### config.mk
export PLATFORM = sky130hd
export DESIGN_NAME = md5_search_ctrl
export DESIGN_NICKNAME = d
export VERILOG_FILES = /design/src/rtl/md5_pkg.sv /design/src/rtl/md5_vld_track.sv /design/src/rtl/md5_search_ctrl.sv
export SDC_FILE = /design/constraint.sdc
export NUM_CORES = 1
export LEC_CHECK = 0
export ABC_AREA = 1
export BUFFER_PORTS_ARGS = -buffer_cell sky130_fd_sc_hd__clkbuf_2
export CAP_MARGIN = 10
export CORE_AREA = 2 2 399 401
export CTS_CLUSTER_SIZE = 12
export DETAILED_ROUTE_END_ITERATION = 6
export DIE_AREA = 0 0 401 403
export GPL_TIMING_DRIVEN = 0
export SETUP_SLACK_MARGIN = 0.5
export SLEW_MARGIN = 30
export SYNTH_ARGS = -nofsm -noshare
export SYNTH_HDL_FRONTEND = slang
export SYNTH_SLANG_ARGS = --single-unit
### constraint.sdc
create_clock -name clk -period 3.8 [get_ports clk]
set_clock_uncertainty 0.2 [all_clocks]
set_input_delay 0.19 -clock clk [delete_from_list [all_inputs] [get_ports clk]]
set_output_delay 0.19 -clock clk [all_outputs]
set_load 0.01 [all_outputs]
### src/rtl/md5_pkg.sv
// Shared constants, FSM state type and block formatting for the MD5 search controller.
package md5_pkg;

    // MD5 chaining initial values
    localparam logic [31:0] IV_A = 32'h67452301;
    localparam logic [31:0] IV_B = 32'hefcdab89;
    localparam logic [31:0] IV_C = 32'h98badcfe;
    localparam logic [31:0] IV_D = 32'h10325476;

    // Padding word after a 4-byte message and the bit-length word (32 bits)
    localparam logic [31:0] PAD_WORD = 32'h00000080;
    localparam logic [31:0] LEN_WORD = 32'h00000020;

    typedef enum logic [1:0] {
        ST_IDLE  = 2'd0,
        ST_ISSUE = 2'd1,
        ST_DRAIN = 2'd2,
        ST_DONE  = 2'd3
    } state_t;

    // Single 512-bit block for a 4-byte candidate; word i sits at [511-32i -: 32]
    function automatic logic [511:0] fmt_block(input logic [31:0] cand);
        fmt_block = {cand, PAD_WORD, 384'd0, LEN_WORD, 32'd0};
    endfunction

endpackage

### src/rtl/md5_vld_track.sv
// Validity tracker: one bit per pipeline stage, so the tail bit says the
// round-pipeline output is a real candidate result in this cycle.
module md5_vld_track #(
    parameter int unsigned PIPE_LAT = 64
) (
    input  logic clk,
    input  logic rst_n,
    input  logic i_clr,
    input  logic i_vld,
    output logic o_tail,
    output logic o_empty
);

    logic [PIPE_LAT-1:0] r_sr;

    // Shift the issue flag in every cycle; clear drops everything in flight
    always_ff @(posedge clk or negedge rst_n) begin
        if (!rst_n) begin
            r_sr <= '0;
        end else if (i_clr) begin
            r_sr <= '0;
        end else begin
            r_sr <= (r_sr << 1) | PIPE_LAT'(i_vld);
        end
    end

    assign o_tail  = r_sr[PIPE_LAT-1];
    assign o_empty = (r_sr == '0);

endmodule

### src/rtl/md5_search_ctrl.sv
// Brute-force MD5 preimage search controller: issues one candidate per cycle
// into an external round pipeline and checks digests as they retire in order.
module md5_search_ctrl
    import md5_pkg::*;
#(
    parameter int unsigned PIPE_LAT = 64
) (
    input  logic         clk,
    input  logic         rst_n,
    input  logic         start,
    input  logic         abort,
    input  logic [31:0]  range_start,
    input  logic [31:0]  range_end,
    input  logic [127:0] target,
    output logic [31:0]  pipe_a0,
    output logic [31:0]  pipe_b0,
    output logic [31:0]  pipe_c0,
    output logic [31:0]  pipe_d0,
    output logic [511:0] pipe_m,
    output logic         pipe_vld,
    input  logic [31:0]  pipe_a,
    input  logic [31:0]  pipe_b,
    input  logic [31:0]  pipe_c,
    input  logic [31:0]  pipe_d,
    output logic         busy,
    output logic         done,
    output logic         found,
    output logic [31:0]  found_cand,
    output logic [31:0]  cand_count,
    output logic [1:0]   dbg_state
);

    state_t       r_state;
    logic         r_busy;
    logic         r_done;
    logic         r_found;
    logic         r_pipe_vld;
    logic [31:0]  r_found_cand;
    logic [31:0]  r_cand_count;
    logic [31:0]  r_issue_ctr;
    logic [31:0]  r_check_ctr;
    logic [31:0]  r_range_end;
    logic [127:0] r_target;

    logic         w_tail;
    logic         w_empty;
    logic         w_active;
    logic         w_tail_vld;
    logic         w_hit;
    logic         w_start_ok;
    logic         w_clr;
    logic [127:0] w_digest;

    assign w_active   = (r_state == ST_ISSUE) || (r_state == ST_DRAIN);
    assign w_tail_vld = w_tail && w_active;
    assign w_digest   = {pipe_a + IV_A, pipe_b + IV_B, pipe_c + IV_C, pipe_d + IV_D};
    assign w_hit      = w_tail_vld && (w_digest == r_target);
    assign w_start_ok = start && !abort && ((r_state == ST_IDLE) || (r_state == ST_DONE));
    // In-flight results are thrown away on abort, on the first match and on a fresh start
    assign w_clr      = abort || w_hit || w_start_ok;

    md5_vld_track #(.PIPE_LAT(PIPE_LAT)) u_vld_track (
        .clk     (clk),
        .rst_n   (rst_n),
        .i_clr   (w_clr),
        .i_vld   (r_pipe_vld),
        .o_tail  (w_tail),
        .o_empty (w_empty)
    );

    // Search FSM: abort beats everything, a match beats the issue->drain step
    always_ff @(posedge clk or negedge rst_n) begin
        if (!rst_n) begin
            r_state      <= ST_IDLE;
            r_busy       <= 1'b0;
            r_done       <= 1'b0;
            r_found      <= 1'b0;
            r_pipe_vld   <= 1'b0;
            r_found_cand <= '0;
            r_cand_count <= '0;
            r_issue_ctr  <= '0;
            r_check_ctr  <= '0;
            r_range_end  <= '0;
            r_target     <= '0;
        end else if (abort) begin
            r_state      <= ST_IDLE;
            r_busy       <= 1'b0;
            r_done       <= 1'b0;
            r_found      <= 1'b0;
            r_pipe_vld   <= 1'b0;
            r_found_cand <= '0;
        end else begin
            case (r_state)
                ST_IDLE, ST_DONE: begin
                    if (start) begin
                        r_range_end  <= range_end;
                        r_target     <= target;
                        r_cand_count <= '0;
                        r_found      <= 1'b0;
                        r_found_cand <= '0;
                        r_issue_ctr  <= range_start;
                        r_check_ctr  <= range_start;
                        if (range_end >= range_start) begin
                            r_state    <= ST_ISSUE;
                            r_busy     <= 1'b1;
                            r_done     <= 1'b0;
                            r_pipe_vld <= 1'b1;
                        end else begin
                            r_state    <= ST_DONE;
                            r_busy     <= 1'b0;
                            r_done     <= 1'b1;
                            r_pipe_vld <= 1'b0;
                        end
                    end
                end
                ST_ISSUE, ST_DRAIN: begin
                    if (w_tail_vld) begin
                        r_check_ctr  <= r_check_ctr + 32'd1;
                        r_cand_count <= r_cand_count + 32'd1;
                    end
                    if (w_hit) begin
                        r_found      <= 1'b1;
                        r_found_cand <= r_check_ctr;
                        r_state      <= ST_DONE;
                        r_busy       <= 1'b0;
                        r_done       <= 1'b1;
                        r_pipe_vld   <= 1'b0;
                    end else if (r_state == ST_ISSUE) begin
                        // Stop on range_end without incrementing so the counter never wraps
                        if (r_issue_ctr == r_range_end) begin
                            r_state    <= ST_DRAIN;
                            r_pipe_vld <= 1'b0;
                        end else begin
                            r_issue_ctr <= r_issue_ctr + 32'd1;
                        end
                    end else if (w_empty) begin
                        r_state <= ST_DONE;
                        r_busy  <= 1'b0;
                        r_done  <= 1'b1;
                    end
                end
                default: r_state <= ST_IDLE;
            endcase
        end
    end

    assign pipe_a0    = IV_A;
    assign pipe_b0    = IV_B;
    assign pipe_c0    = IV_C;
    assign pipe_d0    = IV_D;
    assign pipe_m     = fmt_block(r_issue_ctr);
    assign pipe_vld   = r_pipe_vld;
    assign busy       = r_busy;
    assign done       = r_done;
    assign found      = r_found;
    assign found_cand = r_found_cand;
    assign cand_count = r_cand_count;
    assign dbg_state  = r_state;

endmodule

Yosys cells after proc, flatten, opt, wreduce, memory -nomap -nowiden:

Index checks and enable logic that the tools add are counted.

* add/sub/neg operators: 7
* order comparisons: 1
* equality and inequality tests: 18
* multiplexer cells: 45
* bitwise gates (word level): 2
* reductions and logical operators: 20

Operator list (count)
* two-way mux 32 bit: 9
* case mux 32 bit (2 select lines): 4
* equality test 128 bit: 1
* adder 32 x 1 -> 32 bit (second input constant): 3
* adder 32 bit (second input constant): 2
* logical NOT 64 bit: 1
* two-way mux 64 bit: 1
* bitwise OR 64 x 1 -> 64 bit: 1
* adder 32 x 29 -> 32 bit (second input constant): 1
* adder 32 x 31 -> 32 bit (second input constant): 1
* equality test 32 bit: 1
* greater-or-equal comparator 32 bit: 1
* two-way mux 1 bit: 19
* AND reduction 3 bit: 5
* two-way mux 2 bit: 7
* inequality test 4 bit (second input constant): 3
* inequality test 2 bit (second input constant): 5
* case mux 1 bit (2 select lines): 4
* inequality test 3 bit (second input constant): 2
* inequality test 5 x 4 -> 1 bit (second input constant): 1
* inequality test 5 bit (second input constant): 1
* AND reduction 5 bit: 1
* equality test 2 bit (second input constant): 2
* logical AND 1 bit: 4
* other kinds (9): 13

* register bits after elaboration: 358
* output and inout bits: 710
* word-level logic and storage cells: 105

Depth between registers and ports, before layout:

Gate-level depths: netlist (run 1).

* word-level depth: 7
* depth in mapped cells: 23

Modules after synthesis:

Synthesis (run 1) repeated with hierarchy kept, for this count alone.

* cell total of the unflattened synthesis: 4376
* area total of the unflattened synthesis: 29181.7 um^2

By module, submodules not included
* md5_search_ctrl: instances 1, cells each 4122, area each 26848.2 um^2, seq. area each 7357.1 um^2
* md5_vld_track: instances 1, cells each 254, area each 2333.5 um^2, seq. area each 1601.5 um^2

Worst setup path after synthesis (run 1):

OpenSTA, ideal clock, no wires.

* path type: reg-to-reg
* start point: reg r_state[0], in the netlist dbg_state[0]
* end point: reg r_found_cand[15], in the netlist found_cand[15]
* arrival time: 2.564 ns
* path slack: 0.907 ns
* cell stages (with the launch flop): 21
* clock period less this slack: 2.893 ns
* cells stage by stage: dfrtp_1 > inv_1 > ha_1 > buf_4 > inv_1 > buf_2 > o211ai_1 > nor2_1 > nand2_1 > nor2_1 > nand2_1 > nor2_1 > nand3_1 > nor2_1 > nand2_1 > nor2_2 > nand4_4 > nand3_2 > buf_6 > buf_8 > o22ai_2

* cells in the longest elaborated chain, start to end: 6
* elaborated cells between the ends (all ways): 14
* classes of those cells: eq/ne: 5; mux: 2; reduce/logical: 7

Ends and longest elaborated chain
* from (decl): line md5_search_ctrl.sv:33 `state_t r_state;`
* from (signal assigned): line md5_search_ctrl.sv:74 `r_state <= ST_IDLE;`
* from (signal assigned): line md5_search_ctrl.sv:86 `r_state <= ST_IDLE;`
* from (signal assigned): line md5_search_ctrl.sv:104 `r_state <= ST_ISSUE;`
* equality test 2 x 1 -> 1 bit / equality test 2 bit (equally long branches): line md5_search_ctrl.sv:54, md5_search_ctrl.sv:93
* logical OR 1 bit: line md5_search_ctrl.sv:54 `assign w_active = (r_state == ST_ISSUE) || (r_state == ST_DRAIN);`
* logical AND 1 bit: line md5_search_ctrl.sv:55 `assign w_tail_vld = w_tail && w_active;`
* logical AND 1 bit: line md5_search_ctrl.sv:57 `assign w_hit = w_tail_vld && (w_digest == r_target);`
* inequality test 3 bit (no line)
* AND reduction 2 bit (no line)
* to (signal assigned): line md5_search_ctrl.sv:123 `r_found_cand <= r_check_ctr;`
* to (decl): line md5_search_ctrl.sv:38 `logic [31:0] r_found_cand;`

Several ways; a longest one is shown, not always the timed one.
A chain may end at the register's enable or synchronous reset.

Worst setup path after layout (run 1):

* start point: reg r_state[0], in the netlist dbg_state[0]
* end point: reg r_found_cand[16], in the netlist found_cand[16]

The elaborated chain is that of the path after synthesis.

==> impl_results.md, run 1 <==
* Mapped Cells at 4221
* Worst path required time at 4.12 ns
* Setup slack after layout at 0.489 ns
* Post-synth EDFFs at 0
* Setup violators final at 0
* GRT Util Overall at 16.0%
* RSZ-0062 raised after global routing: yes
* Seq/Total Area, Yosys at 31.2%
* CP max FO at 10
* Most frequent cells in the layout: nand2_1, buf_4, conb_1
* DR vias/cell at 3.87
* Crit start category: flop
* Fin. max-slew vios at 0
* Final Power at 0.0209 W
* Max Cap Viol at 0
* CP startpoint: dbg_state[0]$_DFFE_PN0P_
* Layout cell share with drive strength beyond 1 at 24.1%
* CTS tree: built
* Largest net degree at the start of global routing at 84
* Routability cong. at 1.08
* Status: finished with violations
* Power Dens Cells at 517 mW/mm^2
* Die Y-Extent at 403 um
* Initial DRC Count at 1809
* Netlist Area Pre-Place at 0.0287 mm^2
* Static Leak at 22.0 nW
* Boundary Pins at 1034
* Area growth, synth to finish at 41.1%
* Most common cell after layout, fill and taps aside: nand2_1
* Clk sink count at 358
* Setup crit end: found_cand[16]$_DFFE_PN0P_
* Leading register cell type out of synthesis: dfrtp_1
* R2R Path End: found_cand[16]$_DFFE_PN0P_
* Synth Register Bits at 358
* Vias at 29700
* Core Box Area at 0.157 mm^2
* Worst-margin pin slew at 0.979 ns
* Avg WL per Cell at 17.7 um
* Clock slew at reported path FFs at 0.07 ns
* Violated checks: design-rule violations
* Chip width at 401 um
* Initial antenna violation count at 80
* Worst-Skew Late Latency at 0.65 ns
* Drt drc at 1
* Layout Utilization at 25.7%
* FF-to-FF setup slack at 0.49 ns
* Min-Delay Path Class: primary input to flop
* Yosys top cell area share at 31.2%
* Worst slack at placement at -0.568 ns
* Period Utilization, post-route at 87.1%
* Layout Nets at 5895
* FP Rows at 146
* Max VDD drop at 0.424 mV
* Worst r2r src: dbg_state[0]$_DFFE_PN0P_
* HPWL Detailed at 115000 um
* Hold depth at 4
* PortBufs at 420
* Grt total ovfl at 0
* Synth cell types at 51
* Post-synthesis async set-or-reset flop share at 100%
* Syn_area_per_cell at 6.80 um^2
* Die footprint at 0.162 mm^2
* Number of buffers created by CTS at 47
* Data arrival time of the worst path at 3.63 ns
* Initial Util at 18.2%
* Antenna viol nets, final at 0
* Achievable Freq at 0.302 GHz
* CP Capture Type: flop
* # H-tree levels at 2
* Leading area contributor after synthesis: dfrtp_1
* Worst hold margin at 0.0706 ns
* Root Driver: clkbuf_16
* Setup TNS at 0 ns
* Longest Clk Path Bufs at 3
* First-pass GRT wire length at 189000 um
* Worst r2r path cells at 20
* YS warnings at 0
* Fin. Hold Viols at 0
* Vias in the first global route at 27700
* Dominant cells by area after synthesis: dfrtp_1, nand2_1, buf_4
* Post-route minimum period at 3.31 ns
* Relative slew slack at 34.2%
* Worst Min Path Start: target[57]
* Detailed Routing Iterations Pass 1 at 7
* Routed wire length at 136000 um
* Kind of critical path: flop to flop
## cell families (layout without fill, tap and decap cells)
family	after synthesis	count (layout)	synth area share (%)
and+or+nand+nor	2076	2076	30.1
buffers and inverters	1224	1964	24.3
DFF	358	358	31.2
AOI/OAI and AO/OA	346	346	7.15
xor gates and xnor gates	173	173	5.33
adders and majority gates	42	42	1.83
other	2	638	0.0262
## registers in the layout (all words and copies together), names as in the netlist
name,cells
r_target,128
u_vld_track.r_sr,64
cand_count,32
found_cand,32
r_check_ctr,32
r_issue_ctr,32
r_range_end,32
dbg_state,2
busy,1
done,1
found,1
pipe_vld,1
## how the worst min path moves through the flow
stage	to	slack [ns]
4_1_cts	r_target[57]$_DFFE_PN0P_	0.03
3_5_place_dp	cand_count[10]$_DFFE_PN0P_	-0.16
6_report	r_target[57]$_DFFE_PN0P_	0.07
5_1_grt	r_target[54]$_DFFE_PN0P_	0.06
3_3_place_gp	r_target[86]$_DFFE_PN0P_	0.20
2_1_floorplan	busy$_DFFE_PN0P_	-0.31
## worst max-delay path: stages, from the launching register on
cell	delay (ns)
dfrtp_1	0.39
inv_2	0.08
ha_4	0.20
buf_6	0.12
inv_4	0.06
buf_6	0.10
o211ai_1	0.09
nor2_2	0.31
nand2_1	0.10
nor2_1	0.09
nand2_1	0.09
nor2_4	0.13
nand3_2	0.07
nor2_1	0.09
nand2_1	0.07
nor2_2	0.13
nand4_4	0.20
nand3_4	0.23
buf_12	0.17
buf_12	0.15
o22ai_2	0.07
## repair_timing
item	in CTS	in global routing
pin swaps	14	16
endpoints found under the hold margin	447	0
buffers inserted	15	4
gates cloned	4	7
hold buffers	196	0
setup endpoints to repair	193	141
resized for setup	47	106
## cells in the mapped netlist, types with 33 or more instances
cell type  number
nor2_1        399
xor2_1        123
nand3_1       208
dfrtp_1       358
nor3_1         51
nand3b_1       33
a21oi_1       107
clkbuf_1       52
o21ai_0       127
buf_4         620
nand2_1      1251
ha_1           42
xnor2_1        49
nand4_1        64
inv_1         521
## final cells by class
cell class / instances / area [um^2]
sequential: 358 / 8960
tap: 2072 / 2590
clock buffer: 60 / 1310
fill: 17500 / 117000
timing repair buffer: 653 / 4720
inverter: 534 / 2010
multi-input combinational: 3245 / 15400
buffer: 690 / 5100
antenna: 30 / 75.1
clock inverter: 27 / 348
## where the power goes
group | leakage, nW | switching (W) | internal [W] | total [W]
Clock | 0.787 | 0.00209 | 0.00275 | 0.00484
Combinational | 16.6 | 0.00604 | 0.00368 | 0.00973
Sequential | 4.62 | 0.00127 | 0.00509 | 0.00636
## through the flow
stage	instance area, um^2	instances
after floorplan	31000	4827
after detailed placement	35900	7326
after global routing	40500	7656
final	40500	7669
after CTS	39900	7628
after global placement	35700	7319
## per-layer routing
metal / up-vias / wire, um / global-route usage (%) / part of all wire (%)
li1: 14600 / - / - / -
met1: 13600 / 52000 / 18.1 / 38
met2: 1061 / 66000 / 28.0 / 49
met3: 280 / 12200 / 5.62 / 9.0
met4: 84 / 4730 / 5.02 / 3.5
met5: - / 515 / 0 / 0.38
Power figures use the tool's default switching activity.
==> run 2, diff against run 1 <==
- clock period: 3.8 -> 3.35 ns (I/O delays scaled with it)
==> run 2 against run 1 <==
The run now ends clean. Sequential share of layout area down 0.55 points. Clock power grew 10%. Setup slack worse by 0.38 ns. Die area unchanged. Global-route usage is 0.074 points higher. Worst hold slack better by 0.0034 ns. Critical path type unchanged. Critical endpoint is now cand_count[23]$_DFFE_PN0P_.
==> impl_results.md, run 2 (same netlist as run 1, synthesis figures left out) <==
* Status: finished clean
* Clock share of power at 22.2%
* Initial Util at 18.2%
* Max VDD drop at 0.489 mV
* Most frequent cells in the layout: nand2_1, buf_4, conb_1
* # H-tree levels at 2
* Period Utilization, post-route at 96.9%
* Worst slack at placement at -0.836 ns
* Worst hold margin at 0.0740 ns
* PortBufs at 420
* Number of buffers created by CTS at 46
* Static Leak at 22.5 nW
* Grt total ovfl at 0
* Relative slew slack at 48.9%
* CP cell instances: inv_2 > ha_4 > buf_6 > clkinv_4 > buf_4 > buf_6 > nor3_4 > a21oi_4 > nor3_4 > nand2_2 > buf_6 > nor2_4 > nand2_4 > nor2_4 > nand4_1 > nor2_2 > buf_4 > o21ai_2 > a21oi_1
* Top flop regs: r_target x128, u_vld_track.r_sr x64
* P_sw at 0.0107 W
* CP max-delay cell: dfrtp_1
* Clock slew at reported path FFs at 0.07 ns
* Largest register FFs at 128
* Clk sink count at 358
* Power Dens Cells at 577 mW/mm^2
* HPWL Detailed at 116000 um
* CP max FO at 4
* Data arrival time of the worst path at 3.59 ns
* Final Power at 0.0240 W
* Family with the most delay on the worst path: simple AND/OR/NAND/NOR gates
* Setup slack after layout at 0.104 ns
* Crit start category: flop
* Routed wire length at 137000 um
* Max Cap Viol at 0
* Detailed Routing Iterations Pass 1 at 6
* Initial antenna violation count at 90
* Boundary Pins at 1034
* Switch share at 44.5%
* Longest Clk Path Bufs at 3
* GRT Util Overall at 16.1%
* Die footprint at 0.162 mm^2
* Worst path required time at 3.70 ns
* Layout Nets at 5948
* Sequential Power Share at 30.2%
* RSZ-0062 raised after global routing: yes
* Largest reg by FF count: r_target
* Layout Utilization at 26.4%
* Initial DRC Count at 1971
* Achievable Freq at 0.308 GHz
* Layout cell share with drive strength beyond 1 at 26.3%
* Most common cell after layout, fill and taps aside: nand2_1
* Register Area at 0.00896 mm^2
* FP Rows at 146
* Antenna viol nets, final at 0
* Core Box Area at 0.157 mm^2
* Chip width at 401 um
* Area growth, synth to finish at 44.8%
* Vias at 29800
* Min-Delay Path Class: primary input to flop
* Area of the multi-input gates at 0.0158 mm^2
* Crit path buffers/inverters at 7
* Cell Count, Final, Fillers Out at 7716
* Die Y-Extent at 403 um
* Setup violators final at 0
* CP Capture Type: flop
* Avg WL per Cell at 17.7 um
* Fillers at 17300
* Post-route minimum period at 3.25 ns
* Worst-Skew Late Latency at 0.63 ns
* Largest net degree at the start of global routing at 78
* Fin. max-slew vios at 0
* Fin. Hold Viols at 0
* Vias in the first global route at 27500
* First-pass GRT wire length at 190000 um
* Kind of critical path: flop to flop
* Routability cong. at 1.06
* Comb pwr share at 47.5%
* Post-Place Cells at 7325
* Root Driver: clkbuf_16
* Int Power at 0.0133 W
* Worst-margin pin slew at 0.767 ns
* Slowest cell delay on critical path at 0.37 ns
* DR vias/cell at 3.87
* Most used cell, CP: buf_6
* Drt drc at 0
* CTS tree: built
==> run 2: changes by cell type in the layout (fill, tap and decap cells not counted), sizes merged <==
| cell | previous run | this run |
|---|---|---|
| clkinvlp | 7 | 4 |
| nand3 | 211 | 212 |
| inv | 538 | 536 |
| bufinv | 4 | 5 |
| buf | 669 | 723 |
| clkinv | 12 | 13 |
| diode | 30 | 27 |
| clkbuf | 538 | 535 |
| nand2 | 1254 | 1255 |
==> run 2: power groups by stage <==
stage	Combinational, W	Clock, W	Sequential [W]
5_1_grt	0.0126	0.00561	0.00739
2_1_floorplan	0.00622	0	0.00692
3_3_place_gp	0.00984	0	0.00724
4_1_cts	0.0108	0.00546	0.00721
3_5_place_dp	0.00996	0	0.00727
6_report	0.0114	0.00533	0.00724
==> run 2: repair_timing <==
item / CTS / global route
buffers inserted: 35 / 32
gates cloned: 8 / 9
endpoints found under the setup margin: 343 / 271
hold buffers: 197 / 0
gates resized for setup: 138 / 237
endpoints found under the hold margin: 436 / 0
pin swaps: 27 / 48
==> run 2: routing by layer <==
layer / part of all wire, % / vias to the layer above / global-route usage (%)
met4: 4.4 / 80 / 5.46
li1: - / 14700 / -
met1: 39 / 13600 / 18.5
met5: 0.37 / - / 0
met3: 8.3 / 319 / 4.87
met2: 48 / 1130 / 28.1
==> run 2: layout make-up <==
class	count	share of cell area [%]
multi-input combinational	3247	38.1
sequential	358	21.6
timing repair buffer	705	12.7
buffer	690	12.5
tap	2072	6.24
inverter	534	4.86
clock buffer	59	3.06
clock inverter	24	0.774
antenna	27	0.163
==> run 2: worst min-delay path: stages <==
cell           delay (ns)
dlygate4sd3_1        0.52
clkbuf_2             0.10
nand2_1              0.04
nand2_1              0.05
==> run 2: worst paths after layout <==
| kind | slack (ns) | start | cells past startpoint | end |
|---|---|---|---|---|
| min in group asynchronous | 0.46 | rst_n | 4 | cand_count[14]$_DFFE_PN0P_ |
| worst max-delay path | 0.10 | dbg_state[0]$_DFFE_PN0P_ | 19 | cand_count[23]$_DFFE_PN0P_ |
| max in group asynchronous | 1.27 | rst_n | 6 | r_target[60]$_DFFE_PN0P_ |
| worst max register to register | 0.10 | dbg_state[0]$_DFFE_PN0P_ | 19 | cand_count[23]$_DFFE_PN0P_ |
| worst min-delay path | 0.07 | target[57] | 4 | r_target[57]$_DFFE_PN0P_ |
| worst min register to register | 0.28 | u_vld_track.r_sr[2]$_DFF_PN0_ | 2 | u_vld_track.r_sr[3]$_DFF_PN0_ |
==> run 2: through the flow <==
stage	cell area (um^2)	setup TNS, ns
5_1_grt	41500	-8.54
3_5_place_dp	35900	-132.32
6_report	41500	0
2_1_floorplan	31000	0
4_1_cts	40400	0
3_3_place_gp	35700	-2508.36
==> run 3, diff against run 2 <==
- CTS_BUF_LIST: default -> sky130_fd_sc_hd__clkbuf_16
==> run 3 against run 2 <==
The flow now finishes with violations (design-rule violations). Sequential share of layout area about the same. Clock power decreased by 3%. Cell count increased by 0.19%. Largest cell class unchanged. Non-clock buffer count increased by 7.
==> impl_results.md, run 3 (same netlist as run 1, synthesis figures left out) <==
* Fin. max-slew vios at 0
* Most frequent cells in the layout: nand2_1, buf_4, conb_1
* Setup TNS at 0 ns
* Clk sink count at 358
* Routability cong. at 1.06
* GRT Util Overall at 16.1%
* Data arrival time of the worst path at 3.64 ns
* Kind of critical path: flop to flop
* Crit start category: flop
* Largest reg by FF count: r_target
* Setup violators final at 0
* First-pass GRT wire length at 190000 um
* Post-route minimum period at 3.31 ns
* FP Rows at 146
* Worst-Skew Late Latency at 0.64 ns
* CP max FO at 8
* Root Driver: clkbuf_16
* Antenna viol nets, final at 0
* Grt total ovfl at 0
* Largest net degree at the start of global routing at 78
* Top flop regs: r_target x128, u_vld_track.r_sr x64
* Met2 WL at 66200 um
* Area growth, synth to finish at 44.5%
* Detailed Routing Iterations Pass 1 at 7
* HPWL Detailed at 116000 um
* Die footprint at 0.162 mm^2
* Vias in the first global route at 27500
* Routed wire length at 137000 um
* Initial DRC Count at 2028
* Layout Nets at 5956
* Top layer in use: met5
* CP max-delay cell: dfrtp_1
* Chip width at 401 um
* Longest Clk Path Bufs at 3
* Max VDD drop at 0.508 mV
* Number of buffers created by CTS at 46
* # H-tree levels at 2
* Core Box Area at 0.157 mm^2
* CP cell instances: inv_2 > ha_4 > buf_6 > clkinv_4 > buf_12 > o211ai_1 > nor2_4 > nand2_1 > nor2_1 > nand2_1 > nor2_2 > nand3_1 > nor2_1 > nand2_1 > nor2_4 > nand4_4 > nand3_4 > buf_12 > buf_12 > buf_12 > buf_8 > nor2_1
* Avg WL per Cell at 17.7 um
* Slowest cell delay on critical path at 0.39 ns
* Cell Count, Final, Fillers Out at 7731
* Initial Util at 18.2%
* Layout cell share with drive strength beyond 1 at 25.7%
* Layout Utilization at 26.3%
* Boundary Pins at 1034
* Initial antenna violation count at 90
* Status: finished with violations
* Die Y-Extent at 403 um
* Worst hold margin at 0.0628 ns
* Achievable Freq at 0.302 GHz
* Worst path required time at 3.68 ns
* Worst-margin pin slew at 0.826 ns
* Period Utilization, post-route at 98.9%
* CTS tree: built
* Post-Place Cells at 7325
* Final instance area at 0.0414 mm^2
* Most common cell after layout, fill and taps aside: nand2_1
* PortBufs at 420
* Fin. Hold Viols at 0
* Min-Delay Path Class: primary input to flop
* Vias at 29800
* Largest register FFs at 128
* RSZ-0062 raised after global routing: yes
* Relative slew slack at 44.6%
* Metal3 WL at 11700 um
* Violated checks: design-rule violations
* Max Cap Viol at 0
* WL met1 at 52800 um
* Static Leak at 22.5 nW
* Power Dens Cells at 572 mW/mm^2
* Drt drc at 3
* Most used cell, CP: buf_12
* Crit path buffers/inverters at 8
* Family with the most delay on the worst path: simple AND/OR/NAND/NOR gates
* Area post-placement at 0.0359 mm^2
* DR vias/cell at 3.85
* Clock slew at reported path FFs at 0.07 ns
* CP Capture Type: flop
run 3: changes by cell type in the layout (fill, tap and decap cells not counted), sizes merged:
cell	delta
buf	+8
clkbuf	-13
diode	+7
inv	+7
clkinv	+5
nand3	+1
run 3: final timing paths:
| kind | from | endpoint | slack, ns | depth (start not counted) |
|---|---|---|---|---|
| setup reg to reg | dbg_state[0]$_DFFE_PN0P_ | u_vld_track.r_sr[23]$_DFF_PN0_ | 0.04 | 22 |
| hold / removal | target[57] | r_target[57]$_DFFE_PN0P_ | 0.06 | 4 |
| setup / recovery | dbg_state[0]$_DFFE_PN0P_ | u_vld_track.r_sr[23]$_DFF_PN0_ | 0.04 | 22 |
| max in group asynchronous | rst_n | r_target[60]$_DFFE_PN0P_ | 1.29 | 6 |
| min in group asynchronous | rst_n | cand_count[14]$_DFFE_PN0P_ | 0.44 | 4 |
| hold reg to reg | u_vld_track.r_sr[2]$_DFF_PN0_ | u_vld_track.r_sr[3]$_DFF_PN0_ | 0.28 | 2 |
run 3: per-stage QoR:
stage / worst slack, ns / power, W
2_1_floorplan: 0.518 / 0.0131
3_3_place_gp: -6.64 / 0.0171
3_5_place_dp: -0.836 / 0.0172
4_1_cts: 0.0483 / 0.0234
5_1_grt: -0.131 / 0.0254
6_report: 0.0373 / 0.0237
run 3: what timing repair did:
| item | 4_1_cts | 5_1_grt |
|---|---|---|
| gates resized for setup | 147 | 173 |
| cloned | 9 | 9 |
| buffers inserted | 43 | 31 |
| setup endpoints to repair | 343 | 271 |
| pin swaps | 27 | 51 |
| hold buffers | 197 | 0 |
| endpoints found under the hold margin | 442 | 0 |
run 3: power breakdown:
part	internal (W)	switching, W	total, W	leakage, nW
combinational	0.00438	0.00691	0.0113	17.1
clock	0.00297	0.00222	0.00519	0.776
sequential	0.00577	0.00147	0.00724	4.62
total	0.0131	0.0106	0.0237	22.5
run 3: per-layer routing:
metal	up-vias	global-route usage, %
met1	13600	18.5
met2	1104	28.2
met4	76	5.83
met5	-	0
li1	14700	-
met3	289	4.76
run 3: cell type report:
cell class              count  area, um^2
fillers                 17300      116000
multi-input cells        3248       15700
flip-flops and latches    358        8960
repair buffers            712        5340
plain buffers             690        5190
well taps                2072        2590
inverters                 534        2020
clock buffers              47        1180
clock inverters            36         367
diodes                     34        85.1
run 3: worst reg2reg max path: cells and delay by family (launching register included):
kind / cells / cell delay (ns)
buf+inv: 8 / 0.87
compound gates: 1 / 0.12
flops: 1 / 0.39
simple gates: 12 / 1.42
fa+ha+maj: 1 / 0.21
